<file path="src/rtl/uart_rx_fsm.sv">
// UART receive control FSM: tracks bit and edge position within a frame,
// strobes the sampler/checkers and reports frame completion or error.
module uart_rx_fsm #(
    parameter int PRESCALE_W = 6
) (
    input  logic                  CLK,
    input  logic                  RST,
    input  logic                  RX_IN,
    input  logic                  PAR_EN,
    input  logic [PRESCALE_W-1:0] PRESCALE,
    input  logic                  par_err,
    input  logic                  strt_glitch,
    input  logic                  stp_err,
    output logic [PRESCALE_W-1:0] edge_cnt,
    output logic [3:0]            bit_cnt,
    output logic                  dat_samp_en,
    output logic                  deser_en,
    output logic                  strt_chk_en,
    output logic                  par_chk_en,
    output logic                  stp_chk_en,
    output logic                  data_valid,
    output logic                  frame_err
);

    localparam logic [2:0] IDLE   = 3'd0;
    localparam logic [2:0] START  = 3'd1;
    localparam logic [2:0] DATA   = 3'd2;
    localparam logic [2:0] PARITY = 3'd3;
    localparam logic [2:0] STOP   = 3'd4;

    localparam logic [PRESCALE_W-1:0] P_ONE  = PRESCALE_W'(1);
    localparam logic [PRESCALE_W-1:0] P_FOUR = PRESCALE_W'(4);
    localparam logic [PRESCALE_W-1:0] P_DFLT = PRESCALE_W'(8);

    logic [2:0]            state_q, state_d;
    logic [PRESCALE_W-1:0] edge_q, edge_d;
    logic [3:0]            bit_q, bit_d;
    logic [PRESCALE_W-1:0] presc_q, presc_d;
    logic                  par_en_q, par_en_d;
    logic                  par_flag_q, par_flag_d;

    logic samp_q, samp_d;
    logic deser_q, deser_d;
    logic strt_chk_q, strt_chk_d;
    logic par_chk_q, par_chk_d;
    logic stp_chk_q, stp_chk_d;
    logic dv_q, dv_d;
    logic fe_q, fe_d;

    logic                  bit_end;
    logic [PRESCALE_W-1:0] presc_legal;
    logic [PRESCALE_W-1:0] half;
    logic                  active_d;
    logic                  chk_pt;

    assign bit_end     = (edge_q == presc_q);
    assign presc_legal = (PRESCALE < P_FOUR) ? P_DFLT : PRESCALE;

    // Next-state logic: frame position tracking and end-of-frame verdict
    always_comb begin
        state_d    = state_q;
        edge_d     = edge_q;
        bit_d      = bit_q;
        presc_d    = presc_q;
        par_en_d   = par_en_q;
        par_flag_d = par_flag_q;
        dv_d       = 1'b0;
        fe_d       = 1'b0;

        if (state_q != IDLE) begin
            if (bit_end) begin
                edge_d = P_ONE;
                bit_d  = bit_q + 4'd1;
            end else begin
                edge_d = edge_q + P_ONE;
            end
        end

        unique case (state_q)
            IDLE: begin
                edge_d = '0;
                bit_d  = 4'd0;
                if (!RX_IN) begin
                    state_d    = START;
                    edge_d     = P_ONE;
                    bit_d      = 4'd0;
                    presc_d    = presc_legal;
                    par_en_d   = PAR_EN;
                    par_flag_d = 1'b0;
                end
            end
            START: begin
                if (bit_end) begin
                    if (strt_glitch) begin
                        state_d = IDLE;
                        edge_d  = '0;
                        bit_d   = 4'd0;
                    end else begin
                        state_d = DATA;
                    end
                end
            end
            DATA: begin
                if (bit_end && (bit_q == 4'd8)) begin
                    state_d = par_en_q ? PARITY : STOP;
                end
            end
            PARITY: begin
                if (bit_end) begin
                    par_flag_d = par_flag_q | par_err;
                    state_d    = STOP;
                end
            end
            STOP: begin
                if (bit_end) begin
                    state_d = IDLE;
                    edge_d  = '0;
                    bit_d   = 4'd0;
                    if (!stp_err && !par_flag_q) begin
                        dv_d = 1'b1;
                    end else begin
                        fe_d = 1'b1;
                    end
                end
            end
            default: begin
                state_d = IDLE;
                edge_d  = '0;
                bit_d   = 4'd0;
            end
        endcase
    end

    // Output decode from next-state values so registered strobes line up with edge_cnt
    always_comb begin
        half       = presc_d >> 1;
        active_d   = (state_d != IDLE);
        chk_pt     = (edge_d == (presc_d - P_ONE));
        samp_d     = active_d &&
                     ((edge_d == (half - P_ONE)) ||
                      (edge_d == half) ||
                      (edge_d == (half + P_ONE)));
        deser_d    = (state_d == DATA);
        strt_chk_d = (state_d == START) && chk_pt;
        par_chk_d  = (state_d == PARITY) && chk_pt;
        stp_chk_d  = (state_d == STOP) && chk_pt;
    end

    // Frame control state
    always_ff @(posedge CLK or posedge RST) begin
        if (RST) begin
            state_q    <= IDLE;
            edge_q     <= '0;
            bit_q      <= 4'd0;
            presc_q    <= P_DFLT;
            par_en_q   <= 1'b0;
            par_flag_q <= 1'b0;
        end else begin
            state_q    <= state_d;
            edge_q     <= edge_d;
            bit_q      <= bit_d;
            presc_q    <= presc_d;
            par_en_q   <= par_en_d;
            par_flag_q <= par_flag_d;
        end
    end

    // Registered enables and completion pulses
    always_ff @(posedge CLK or posedge RST) begin
        if (RST) begin
            samp_q     <= 1'b0;
            deser_q    <= 1'b0;
            strt_chk_q <= 1'b0;
            par_chk_q  <= 1'b0;
            stp_chk_q  <= 1'b0;
            dv_q       <= 1'b0;
            fe_q       <= 1'b0;
        end else begin
            samp_q     <= samp_d;
            deser_q    <= deser_d;
            strt_chk_q <= strt_chk_d;
            par_chk_q  <= par_chk_d;
            stp_chk_q  <= stp_chk_d;
            dv_q       <= dv_d;
            fe_q       <= fe_d;
        end
    end

    assign edge_cnt    = edge_q;
    assign bit_cnt     = bit_q;
    assign dat_samp_en = samp_q;
    assign deser_en    = deser_q;
    assign strt_chk_en = strt_chk_q;
    assign par_chk_en  = par_chk_q;
    assign stp_chk_en  = stp_chk_q;
    assign data_valid  = dv_q;
    assign frame_err   = fe_q;

endmodule
</file>
<file path="config.mk">
export PLATFORM = sky130hd
export DESIGN_NAME = uart_rx_fsm
export DESIGN_NICKNAME = d
export VERILOG_FILES = /design/src/rtl/uart_rx_fsm.sv
export SDC_FILE = /design/constraint.sdc
export NUM_CORES = 1
export LEC_CHECK = 0
export CAP_MARGIN = 20
export CORE_MARGIN = 4
export CORE_UTILIZATION = 50
export DETAILED_ROUTE_END_ITERATION = 16
export PLACE_DENSITY = 0.77
export SLEW_MARGIN = 20
export SYNTH_ARGS = -nofsm -noshare
export SYNTH_HDL_FRONTEND = slang
export SYNTH_SLANG_ARGS = --single-unit
</file>
<file path="constraint.sdc">
create_clock -name CLK -period 2.4 [get_ports CLK]
set_clock_uncertainty 0.1 [all_clocks]
set_input_delay 0.6 -clock CLK [delete_from_list [all_inputs] [get_ports CLK]]
set_output_delay 0.6 -clock CLK [all_outputs]
set_load 0.02 [all_outputs]
</file>
=== Yosys cells after proc, flatten, opt, wreduce, memory -nomap -nowiden ===
Index checks and enable logic that the tools add are counted.
Widths: inputs -> output; s select.

* Output and inout bits: 17
* Latch bits: 0
* Memory bits (writable): 0
* Register bits after elaboration: 28
* Input bits: 13
* Word-level logic and storage cells: 87
* Memories kept: 0
* ROM bits: 0

* Add/subtract/negate cells: 5
* Bitwise logic cells: 2
* Multiply operators: 0
* Div/mod/pow operators: 0
* Reductions and logical operators: 17
* Shift operators: 0
* Equal/unequal tests: 16
* Multiplexer cells: 33
* $lt $le $gt $ge: 1

{| class="wikitable"
|+ Operators by type and width
! kind !! number
|-
| $mux 6 || 8
|-
| $eq 6x6->1 || 4
|-
| $pmux 6 s4 || 1
|-
| $mux 4 || 5
|-
| $mux 3 || 6
|-
| $pmux 3 s5 || 1
|-
| $eq 3x2->1 const B || 4
|-
| $pmux 4 s3 || 1
|-
| $mux 1 || 9
|-
| $add 5x1->6 const B || 1
|-
| $add 6x1->6 const B || 1
|-
| $eq 3x1->1 const B || 2
|-
| $eq 3x3->1 const B || 2
|-
| $eq 6x5->1 || 1
|-
| $logic_and 1x1->1 || 6
|-
| $lt 6x3->1 const B || 1
|-
| $reduce_bool 3->1 || 2
|-
| $sub 5x1->6 const B || 1
|-
| $sub 6x1->6 const B || 1
|-
| $add 4x1->4 const B || 1
|-
| $eq 4x4->1 const B || 1
|-
| $ne 2x2->1 const B || 2
|-
| $logic_not 3->1 || 1
|-
| $reduce_and 3->1 || 1
|-
| 9 further kinds || 11
|}

=== Longest topological paths before layout ===
Gate-level depths: netlist (run 1).

* Word-level depth: 10
* Gate-level depth with buffers: 11
* Depth with buffers taken out: 10

=== Least setup slack after synthesis (run 1) ===
Ideal clock, no wire load.

* Path kind: input port to flip-flop
* Start: input port RX_IN
* End: register samp_q, in the netlist dat_samp_en
* Buffers on the path: 1
* Data arrival time: 2563 ps
* Setup slack: -343 ps
* Stages: 8
* Data required time: 2220 ps
* Setup time: 80 ps
* Cell sequence: or4_1 buf_6 o21a_1 ha_1 xnor2_1 a2111oi_2 o22ai_1 o211ai_2

* Cells in the longest elaborated chain, start to end: 7
* Elaborated cells on any way between the ends: 15
* Those cells by class: 2 x add/sub; 3 x eq/ne; 6 x mux; 4 x reduce/logical

{| class="wikitable"
|+ Ends and longest elaborated chain
! what !! RTL line !! source
|-
| start, declared || 8 || <nowiki>input logic RX_IN,</nowiki>
|-
| $mux 6 || 83 || <nowiki>if (!RX_IN) begin</nowiki>
|-
| $mux 6 || 79 || <nowiki>unique case (state_q)</nowiki>
|-
| $sub 5x1->6 || 140 || <nowiki>((edge_d == (half - P_ONE)) ||</nowiki>
|-
| $eq 6x6->1 || 140 ||
|-
| $logic_or 1x1->1 || 140 ||
|-
| $logic_or 1x1->1 || 141 || <nowiki>(edge_d == half) ||</nowiki>
|-
| $logic_and 1x1->1 (*) || 139 || <nowiki>samp_d = active_d &&</nowiki>
|-
| via samp_d || 42 || <nowiki>logic samp_q, samp_d;</nowiki>
|-
| end signal, assigned || 179 || <nowiki>samp_q <= samp_d;</nowiki>
|-
| end, declared || 42 ||
|}

The timed path passes the listed nets; every way through them passes the cells marked *.
A chain may end at the register's enable or synchronous reset.

=== Worst setup path after layout (run 1) ===
* Start: register state_q[2]
* End: register par_chk_q, in the netlist par_chk_en

* Elaborated cells on any way between the ends: 23
* Those cells by class: 1 x add/sub; 6 x eq/ne; 12 x mux; 4 x reduce/logical

{| class="wikitable"
|+ RTL lines
! what !! RTL line !! source
|-
| start, declared || 35 || <nowiki>logic [2:0] state_q, state_d;</nowiki>
|-
| start signal, assigned || 159 || <nowiki>state_q <= state_d;</nowiki>
|-
| $logic_not 3->1 || 79 ||
|-
| $mux 6 || 79 ||
|-
| via presc_d[4] || 38 || <nowiki>logic [PRESCALE_W-1:0] presc_q, presc_d;</nowiki>
|-
| $sub 6x1->6 || 138 || <nowiki>chk_pt = (edge_d == (presc_d - P_ONE));</nowiki>
|-
| $eq 6x6->1 || 138 ||
|-
| $logic_and 1x1->1 || 145 || <nowiki>par_chk_d = (state_d == PARITY) && chk_pt;</nowiki>
|-
| via par_chk_d || 45 || <nowiki>logic par_chk_q, par_chk_d;</nowiki>
|-
| end signal, assigned || 182 || <nowiki>par_chk_q <= par_chk_d;</nowiki>
|-
| end, declared || 45 ||
|}

The timed path passes the listed nets, and every way through them passes these cells.

==> results of run 1 <==
cells in the mapped netlist (2+ instances only):
master,n
nand4_1,4
a311oi_1,2
nand2_1,9
xnor2_1,22
nand3_1,8
inv_1,14
o31ai_1,2
buf_6,3
nor3b_1,2
a211oi_2,2
nor3_1,12
dfrtp_1,27
buf_2,3
ha_1,7
o21ai_0,10
or4_1,2
nand4b_1,2
a31oi_1,4
or3_1,4
o21bai_1,2
mux2i_1,3
mux2_2,3
nor2b_1,3
nor4_4,2
nor4_1,5
nor2_1,14
and4_1,2
and2_1,2
xor2_1,5
worst paths after layout:
check | cells past startpoint | to | slack [ns] | from
worst max-delay path | 9 | par_chk_en$_DFF_PP0_ | -0.19 | state_q[2]$_DFF_PP0_
worst max register to register | 9 | par_chk_en$_DFF_PP0_ | -0.19 | state_q[2]$_DFF_PP0_
max in group asynchronous | 3 | presc_q[3]$_DFF_PP1_ | 1.30 | RST
min in group asynchronous | 3 | state_q[2]$_DFF_PP0_ | 0.58 | RST
worst min register to register | 1 | data_valid$_DFF_PP0_ | 0.38 | par_flag_q$_DFFE_PP0P_
worst min-delay path | 1 | data_valid$_DFF_PP0_ | 0.38 | par_flag_q$_DFFE_PP0P_
per-layer routing:
metal,up-vias,wire length (um),share of wire,global-route usage
met5,-,0,0,0
met4,0,255,0.038,0.135
met3,19,333,0.050,0.0358
met2,86,3370,0.51,0.459
met1,1045,2690,0.40,0.306
li1,1006,-,-,-
final cells by class:
class,instances,area share
sequential,28,0.215
timing repair buffer,105,0.271
clock buffer,4,0.0168
inverter,15,0.0180
tap,50,0.0191
multi-input combinational,166,0.460
cell usage in the layout, fill, tap and decap left out, types with 3 or more instances in the layout:
cell type        count
nor3_1               9
xor2_1               5
mux2_2               3
buf_4               70
mux2i_4              3
ha_1                 4
xnor2_1             18
dfrtp_1             27
a211oi_2             3
clkbuf_8             4
ha_4                 3
o21ai_0              7
nand4_1              4
nor2b_1              3
nor2_1              14
buf_6                5
clkdlybuf4s50_1     24
or4_4                3
inv_1               13
nand3_1              8
xnor2_2              4
a31oi_1              3
or3_1                4
nor4_1               3
nand2_1              7
flip-flops by register name, indices dropped and copies added, names as in the netlist:
register,cells
bit_cnt,4
dat_samp_en,1
data_valid,1
deser_en,1
edge_cnt,6
frame_err,1
par_chk_en,1
par_en_q,1
par_flag_q,1
presc_q,6
state_q,3
stp_chk_en,1
strt_chk_en,1
through the flow:
stage          TNS, ns  total power, mW
6_report        -0.674             4.94
5_1_grt          -1.03             5.24
4_1_cts         -0.479             4.74
3_5_place_dp     -4.03             4.11
3_3_place_gp     -3.69             4.04
2_1_floorplan   -0.698             2.79
cells by family (layout without fill, tap and decap cells):
family / count (synthesis) / count (layout) / synth area share
and+or+nand+nor: 79 / 79 / 0.226
AOI/OAI and AO/OA: 44 / 44 / 0.178
buffers and inverters: 22 / 124 / 0.0532
DFF: 28 / 28 / 0.331
muxes: 8 / 8 / 0.0473
xor gates and xnor gates: 28 / 28 / 0.123
adders and majority gates: 7 / 7 / 0.0413
power by group:
part	leakage, nW	switching, mW	internal, mW	total, mW
Clock	0.0288	0.160	0.148	0.308
Combinational	0.984	1.90	1.99	3.89
Sequential	0.365	0.121	0.620	0.741
Total	1.38	2.18	2.76	4.94
repair_timing:
item                       4_1_cts  5_1_grt
setup endpoints to repair        6        6
pin swaps                       23        5
gates resized for setup         44       11
buffers inserted                 4        1
==> reports/metrics.csv, run 1 <==
stage,metric,value,unit
power,Pwr Density,1510,nW/um^2
finish,area of the multi-input gates,1510,um^2
critical_path,maximum fanout along the worst path,7,
clock_network,CTS Sinks,28,
power,Max IR drop VDD,868,uV
placed_design,Post-Place Setup Slack,-0.882,ns
synth,largest area contributor in the netlist,dfrtp_1,
finish,share of post-route cells with drive strength above 1,0.412,
synth,#FFs+latches synth,28,
critical_path,CP cell instances,or4_4 > buf_8 > mux2i_4 > inv_4 > xnor2_2 > xnor2_1 > nand4_1 > buf_4 > nor4_2,
synth,Post-synth EDFFs,0,
global_route,Total GRT Usage,0.261,
flow_run,Max-Cap Viols,0,
placed_design,dpl hpwl,4.65,mm
critical_path,critical path class,flop to flop,
finish,area delta synth->final,54.4,%
timing,Final Hold Slack,0.380,ns
synth,Synth warnings,0,
clock_network,clk root buf,clkbuf_8,
synth,area share of the largest cell type after synthesis,0.319,
finish,Finished Layout Cells,368,
synth,Avg Inst Size Synth,9.81,um^2
timing,"Hold Violations, Final",0,
critical_path,critical path's slowest cell,or4_4,
timing,headroom to the max-slew limit,0.706,
synth,Post-synth top flop,dfrtp_1,
placed_design,count of input and output buffers,29,
synth,sequential area share after synthesis,0.331,
timing,"Worst Setup Slack, final",-0.188,ns
routing,routed length per instance,18.1,um
routing,post-route antenna net violation count,0,
floorplan,die height,73.1,um
floorplan,Rows,23,
clock_network,CTS buffer count,3,
clock_network,CTS H-tree depth,1,
floorplan,Starting Density,0.522,
clock_network,Hold Buf Count CTS,0,
synth,Mapped Area,2120,um^2
finish,"Design Area, Final",3270,um^2
synth,"Distinct cells, synth",65,
floorplan,Die Wd,73.1,um
timing,fmax,386,MHz
timing,post-layout min period,2.59,ns
global_route,first-pass GRT wire length,10.5,mm
global_route,vias in the first global route,2153,
clock_network,CTS clock-pin slew for the worst setup and hold paths,0.10,ns
floorplan,die footprint,5340,um^2
routing,via count,2156,
outcome,status,"complete, but fails checks",
clock_network,CTS tree,built,
global_route,total gr overflow,0,
placed_design,placed cell count,359,
critical_path,critical path endpoint category,flop,
timing,Worst-Margin Slew,0.438,ns
global_route,antenna violations before repair,0,
critical_path,CP bufs+invs,3,
synth,post-synthesis net count,236,
routing,DRC errors left,0,
routing,Pre-antenna DRT Iters,5,
placed_design,GPL Wtd Cong,0.917,
floorplan,Top Ports,30,
synth,ys async rst share,1.00,
outcome,failing checks,setup timing,
timing,Slew Limit Fails,0,
critical_path,max incr delay on CP,0.59,ns
clock_network,CTS Buffer Depth,2,
routing,drt total wl,6.64,mm
critical_path,Critical Path RT,2.50,ns
critical_path,Crit path max-delay family,simple AND/OR/NAND/NOR gates,
timing,period utilization,1.08,
placed_design,Placed Area,3010,um^2
floorplan,CORE AREA,4060,um^2
finish,Layout Nets,339,
routing,Initial DRC Count,252,
finish,Reg area,702,um^2
power,Leak,1.38,nW
finish,final core occ,0.806,
timing,# setup viols final,4,
critical_path,arrival time of the worst setup path,2.69,ns
worst_hold_path,worst min-delay path category,flop to flop,
synth,Synth Instances,216,
critical_path,crit start category,flop,
clock_network,later-pin clock latency in the skew report,0.29,ns
global_route,largest net degree at the start of global routing,29,
finish,Ant. Diodes,0,
synth,"top cells by area, synth","dfrtp_1 32%, xnor2_1 9.1%, ha_1 4.1%",
timing,RSZ-0062 raised after global routing,yes,
finish,number of fill cells in the layout,245,
routing,routed vias/inst,5.86,
No activity file was read; power rests on OpenSTA's default activity.
==> run 2, diff against run 1 <==
- CORE_UTILIZATION: 50 -> 55
- MAX_ROUTING_LAYER: default -> met4
- PLACE_DENSITY: 0.77 -> 0.8
- SLEW_MARGIN: 20 -> 10
- clock period: 2.4 -> 2.7 ns (I/O delays scaled with it)
==> run 2 against run 1 <==
Compared with the run above:
- the flow still finishes with violations (setup timing)
- register-to-register slack improved by 0.19 ns
- count of clock-buffer cells in the layout decreased by 1
- total power decreased by 11%
- critical path depth increased by 2
- worst setup slack improved by 0.17 ns
==> reports/metrics.csv, run 2 (synthesized netlist as in run 1, its figures left out) <==
stage,metric,value,unit,change
power,Clock power frac,0.076,,+0.014
critical_path,crit start category,primary input,,
global_route,largest net degree at the start of global routing,29,,unchanged
flow_run,Max-Cap Viols,0,,unchanged
finish,area delta synth->final,46.1,%,
timing,Final Hold Slack,0.400,ns,+0.0206 ns
finish,Ant. Diodes,0,,unchanged
critical_path,arrival time of the worst setup path,2.80,ns,+0.11 ns
clock_network,CTS Sinks,28,,unchanged
placed_design,Placed Area,2810,um^2,-6.6%
floorplan,die height,70.1,um,-4.1%
power,share of power burned in registers,0.163,,+0.013
outcome,status,"complete, but fails checks",,
finish,share of post-route cells with drive strength above 1,0.369,,-0.0428
global_route,vias in the first global route,2102,,-2.4%
finish,most frequent cells in the layout,"51 x buf_4, 26 x dfrtp_1, 24 x clkdlybuf4s50_1",,
timing,"Worst Setup Slack, final",-0.0148,ns,+0.173 ns
critical_path,Crit path max-delay family,simple AND/OR/NAND/NOR gates,,
timing,Slew Limit Fails,0,,unchanged
global_route,first-pass GRT wire length,10.5,mm,+0.46%
critical_path,max incr delay on CP,0.58,ns,about the same
clock_network,CTS buffer count,3,,unchanged
critical_path,CP cell instances,clkbuf_2 > or4_4 > nand2_2 > o21a_4 > ha_4 > o21ai_2 > xnor2_1 > xnor2_1 > nand4_1 > buf_4 > nor4_2,,
critical_path,critical path's slowest cell,or4_4,,
clock_network,Hold Buf Count CTS,0,,unchanged
routing,post-route antenna net violation count,0,,unchanged
worst_hold_path,worst min-delay path category,flop to flop,,
routing,via count,2132,,-1.1%
floorplan,Die Wd,70.1,um,-4.1%
global_route,total gr overflow,0,,unchanged
global_route,grt met2 use,0.454,,-0.00443
timing,period utilization,1.01,,
critical_path,critical path class,primary input to flop,,
placed_design,placed cell count,331,,-7.8%
timing,"Hold Violations, Final",0,,unchanged
clock_network,CTS Buffer Depth,2,,unchanged
routing,routed length per instance,19.8,um,+9.4%
outcome,failing checks,setup timing,,
clock_network,CTS H-tree depth,1,,unchanged
critical_path,CP most frequent cell,xnor2_1,,
placed_design,count of input and output buffers,29,,unchanged
timing,RSZ-0062 raised after global routing,yes,,
routing,routed vias/inst,6.16,,+5.2%
finish,Finished Layout Cells,346,,-6.0%
timing,# setup viols final,1,,-3
finish,Layout Nets,319,,-5.9%
finish,"commonest non-fill, non-tap cell in the layout",buf_4,,
finish,final core occ,0.839,,+0.0332
routing,Initial DRC Count,371,,+47%
timing,post-layout min period,2.71,ns,
floorplan,Rows,22,,-4.3%
clock_network,later-pin clock latency in the skew report,0.28,ns,about the same
power,Leak,1.27,nW,-8.0%
floorplan,Top Ports,30,,unchanged
clock_network,clk root buf,clkbuf_8,,
power,Gate power share,0.761,,-0.027
critical_path,critical path endpoint category,flop,,
timing,headroom to the max-slew limit,0.625,,-0.0805
floorplan,Starting Density,0.574,,+0.0522
clock_network,CTS tree,built,,
critical_path,Critical Path RT,2.79,ns,+0.29 ns
global_route,GR peak layer,met2,,
power,Pwr Total,4.42,mW,-11%
routing,DRC errors left,0,,unchanged
finish,"Design Area, Final",3100,um^2,-5.4%
power,Max IR drop VDD,1130,uV,+30%
global_route,met1 Resource Use GR,0.342,,+0.0360
floorplan,die footprint,4910,um^2,-8.1%
power,sw power,2.00,mW,-8.6%
critical_path,maximum fanout along the worst path,4,,-3
global_route,Total GRT Usage,0.276,,+0.0143
power,Pint,2.43,mW,-12%
clock_network,CTS clock-pin slew for the worst setup and hold paths,0.10,ns,about the same
timing,fmax,368,MHz,
power,switching share of power,0.451,,+0.00981
timing,Worst-Margin Slew,0.557,ns,+0.119 ns
placed_design,dpl hpwl,4.66,mm,+0.19%
global_route,GRT met3 Usage,0.0446,,+0.00879
routing,drt total wl,6.84,mm,+2.9%
critical_path,CP bufs+invs,2,,-1
power,Pwr Density,1430,nW/um^2,-5.5%
global_route,antenna violations before repair,0,,unchanged
floorplan,CORE AREA,3690,um^2,-9.1%
routing,Pre-antenna DRT Iters,5,,unchanged
placed_design,GPL Wtd Cong,1.06,,+15%
run 2: worst paths after layout:
kind / startpoint / endpoint / slack (ns) / cells after the start
max: PRESCALE[5] / par_chk_en$_DFF_PP0_ / -0.01 / 11
min: par_flag_q$_DFFE_PP0P_ / data_valid$_DFF_PP0_ / 0.40 / 1
max reg2reg: state_q[0]$_DFF_PP0_ / par_chk_en$_DFF_PP0_ / 0 / 9
min reg2reg: par_flag_q$_DFFE_PP0P_ / data_valid$_DFF_PP0_ / 0.40 / 1
max in group asynchronous: RST / presc_q[3]$_DFF_PP1_ / 1.54 / 3
min in group asynchronous: RST / deser_en$_DFF_PP0_ / 0.66 / 3
run 2: what timing repair did:
action / in CTS / in global routing
setup buffers: 3 / 8
pin swaps: 15 / 14
resized for setup: 28 / 17
setup endpoints to repair: 4 / 4
run 2: power by group through the flow:
stage | logic, mW | registers [mW] | clock network, mW
6_report | 3.36 | 0.721 | 0.336
5_1_grt | 3.54 | 0.736 | 0.363
4_1_cts | 2.94 | 0.709 | 0.343
3_5_place_dp | 2.67 | 0.718 | 0
3_3_place_gp | 2.58 | 0.712 | 0
2_1_floorplan | 1.74 | 0.742 | 0
run 2: cell type report:
class,count,area (um^2)
Clock inverter,1,30.0
Sequential cell,28,703
Timing Repair Buffer,85,734
Tap cell,48,60.1
Fill cell,202,593
Multi-Input combinational cell,166,1470
Inverter,15,58.8
Clock buffer,3,41.3
run 2: worst reg2reg max path: cells and delay by family (launching register included):
| kind | cells | cell delay, ns |
|---|---|---|
| simple gates | 4 | 1.24 |
| buf+inv | 2 | 0.37 |
| xor+xnor | 2 | 0.36 |
| compound gates | 1 | 0.11 |
| flops | 1 | 0.43 |
run 2: routing by layer:
layer	part of all wire	up-vias
met1	0.40	1032
li1	-	962
met3	0.075	19
met5	0	-
met2	0.50	119
met4	0.026	0
run 2: through the flow:
| step | TNS (ns) | setup slack (ns) |
|---|---|---|
| after floorplan | -0.0143 | -0.0143 |
| after global placement | -2.66 | -0.771 |
| after detailed placement | -2.97 | -0.848 |
| after CTS | 0 | 0.00378 |
| after global routing | -0.317 | -0.113 |
| final | -0.0148 | -0.0148 |
==> run 3, diff against run 2 <==
- clock period: 2.7 -> 2.65 ns (I/O delays scaled with it)
==> run 3 against run 2 <==
Compared with the run above:
- the flow still finishes with violations (setup timing)
- count of clock-buffer cells in the layout unchanged
- die area did not move
- final cell count up 0.87%
- total power is 1.3% higher
- critical endpoint is now stp_chk_en$_DFF_PP0_
- largest cell class unchanged
==> reports/metrics.csv, run 3 (synthesized netlist as in run 1, its figures left out) <==
stage,metric,value,unit,change
outcome,status,"complete, but fails checks",,
outcome,failing checks,setup timing,,
routing,Initial DRC Count,454,,+22%
finish,most frequent cells in the layout,"50 x buf_4, 26 x dfrtp_1, 24 x clkdlybuf4s50_1",,
critical_path,critical path class,primary input to flop,,
floorplan,Top Ports,30,,unchanged
timing,"Hold Violations, Final",0,,unchanged
finish,final core occ,0.861,,+0.0217
critical_path,Reg2Reg Launch Point,state_q[2]$_DFF_PP0_,,
critical_path,Reg2Reg Depth,12,,+3
critical_path,Worst R2R End,stp_chk_en$_DFF_PP0_,,
global_route,total gr overflow,0,,unchanged
timing,period utilization,1.02,,
finish,Ant. Diodes,0,,unchanged
routing,DRC errors left,0,,unchanged
placed_design,GPL Wtd Cong,1.02,,-3.1%
routing,via count,2231,,+4.6%
clock_network,CTS buffer count,3,,unchanged
critical_path,Critical Path RT,2.75,ns,-0.04 ns
clock_network,CTS Buffer Depth,2,,unchanged
timing,Worst-Margin Slew,0.523,ns,-0.0342 ns
routing,drt total wl,7.24,mm,+5.9%
global_route,largest net degree at the start of global routing,29,,unchanged
clock_network,Hold Buf Count CTS,0,,unchanged
clock_network,CTS clock-pin slew for the worst setup and hold paths,0.11,ns,about the same
clock_network,CTS tree,built,,
clock_network,clk root buf,clkbuf_8,,
timing,fmax,371,MHz,
timing,"Worst Setup Slack, final",-0.0437,ns,-0.0289 ns
routing,routed vias/inst,6.39,,+3.7%
worst_hold_path,hold path depth,1,,unchanged
clock_network,CTS H-tree depth,1,,unchanged
timing,Slew Limit Fails,0,,unchanged
global_route,vias in the first global route,2181,,+3.8%
floorplan,CORE AREA,3690,um^2,unchanged
clock_network,CTS Sinks,28,,unchanged
critical_path,maximum fanout along the worst path,4,,unchanged
critical_path,R2R setup slack,0.01,ns,about the same
floorplan,die footprint,4910,um^2,unchanged
flow_run,Max-Cap Viols,0,,unchanged
finish,share of post-route cells with drive strength above 1,0.385,,+0.0163
worst_hold_path,hold path start,par_flag_q$_DFFE_PP0P_,,
power,Pwr Total,4.48,mW,+1.3%
power,Max IR drop VDD,989,uV,-12%
routing,Pre-antenna DRT Iters,7,,+2
routing,post-route antenna net violation count,0,,unchanged
finish,Finished Layout Cells,349,,+0.87%
timing,Fin Setup TNS,-0.0713,ns,-0.0565 ns
critical_path,arrival time of the worst setup path,2.79,ns,about the same
finish,area delta synth->final,49.9,%,
timing,headroom to the max-slew limit,0.648,,+0.0230
global_route,antenna violations before repair,0,,unchanged
timing,RSZ-0062 raised after global routing,yes,,
placed_design,placed cell count,334,,+0.91%
floorplan,die height,70.1,um,unchanged
finish,number of fill cells in the layout,186,,-7.9%
finish,"commonest non-fill, non-tap cell in the layout",buf_4,,
floorplan,Die Wd,70.1,um,unchanged
floorplan,Rows,22,,unchanged
power,Pwr Density,1410,nW/um^2,-1.2%
routing,routed length per instance,20.7,um,+5.0%
timing,# setup viols final,3,,+2
global_route,Total GRT Usage,0.316,,+0.0400
global_route,first-pass GRT wire length,11.7,mm,+11%
critical_path,critical path endpoint category,flop,,
worst_hold_path,Hold EP,data_valid$_DFF_PP0_,,
critical_path,crit start category,primary input,,
timing,Final Hold Slack,0.390,ns,-0.0105 ns
finish,Layout Nets,322,,+0.94%
worst_hold_path,worst min-delay path category,flop to flop,,
timing,post-layout min period,2.69,ns,
power,Leak,1.31,nW,+3.2%
clock_network,later-pin clock latency in the skew report,0.29,ns,about the same
placed_design,count of input and output buffers,29,,unchanged
placed_design,dpl hpwl,4.76,mm,+2.3%
floorplan,Starting Density,0.574,,unchanged
==> run 3: worst max-delay path by stage <==
stage | from | endpoint | slack, ns
floorplan | RX_IN | strt_chk_en$_DFF_PP0_ | -0.05
global placement | RX_IN | strt_chk_en$_DFF_PP0_ | -0.77
detailed placement | PRESCALE[5] | strt_chk_en$_DFF_PP0_ | -0.83
CTS | RX_IN | strt_chk_en$_DFF_PP0_ | -0.006
global route | state_q[2]$_DFF_PP0_ | stp_chk_en$_DFF_PP0_ | -0.10
finish | PRESCALE[2] | stp_chk_en$_DFF_PP0_ | -0.04
==> run 3: power by group <==
part,internal (mW),switching [mW]
clock,0.203,0.153
sequential,0.562,0.160
combinational,1.68,1.72
==> run 3: per-layer routing <==
| metal | track usage | wire length [um] | vias up |
|---|---|---|---|
| li1 | - | - | 968 |
| met1 | 0.412 | 2810 | 1040 |
| met2 | 0.485 | 3390 | 167 |
| met3 | 0.0619 | 702 | 56 |
| met4 | 0.121 | 341 | 0 |
| met5 | - | 0 | - |
==> run 3: worst max-delay path, cell delays in order <==
cell,delay [ns]
clkdlybuf4s15_1,0.23
or4_4,0.48
nand2_2,0.11
o21a_4,0.17
ha_4,0.15
o21ai_2,0.06
xnor2_1,0.27
xnor2_1,0.22
nand4_1,0.24
nor3_1,0.21
==> run 3: layout make-up <==
type,instances,area (um^2),share of cell area
timing repair buffer,88,783,0.247
clock inverter,1,30.0,0.00946
multi-input combinational,166,1500,0.473
tap,48,60.1,0.0189
inverter,15,56.3,0.0177
clock buffer,3,41.3,0.0130
sequential,28,703,0.221
==> run 3: repair_timing <==
item                       CTS  global route
resized for setup           50            11
pin swaps                   23             3
buffers inserted             8             3
setup endpoints to repair    4             5
hold endpoints to repair     0             0
==> run 3: through the flow <==
stage          worst slack, ns  cell area [um^2]
2_1_floorplan          -0.0518              2170
3_3_place_gp            -0.769              2820
3_5_place_dp            -0.829              2820
4_1_cts               -0.00607              3100
5_1_grt                 -0.104              3180
6_report               -0.0437              3180
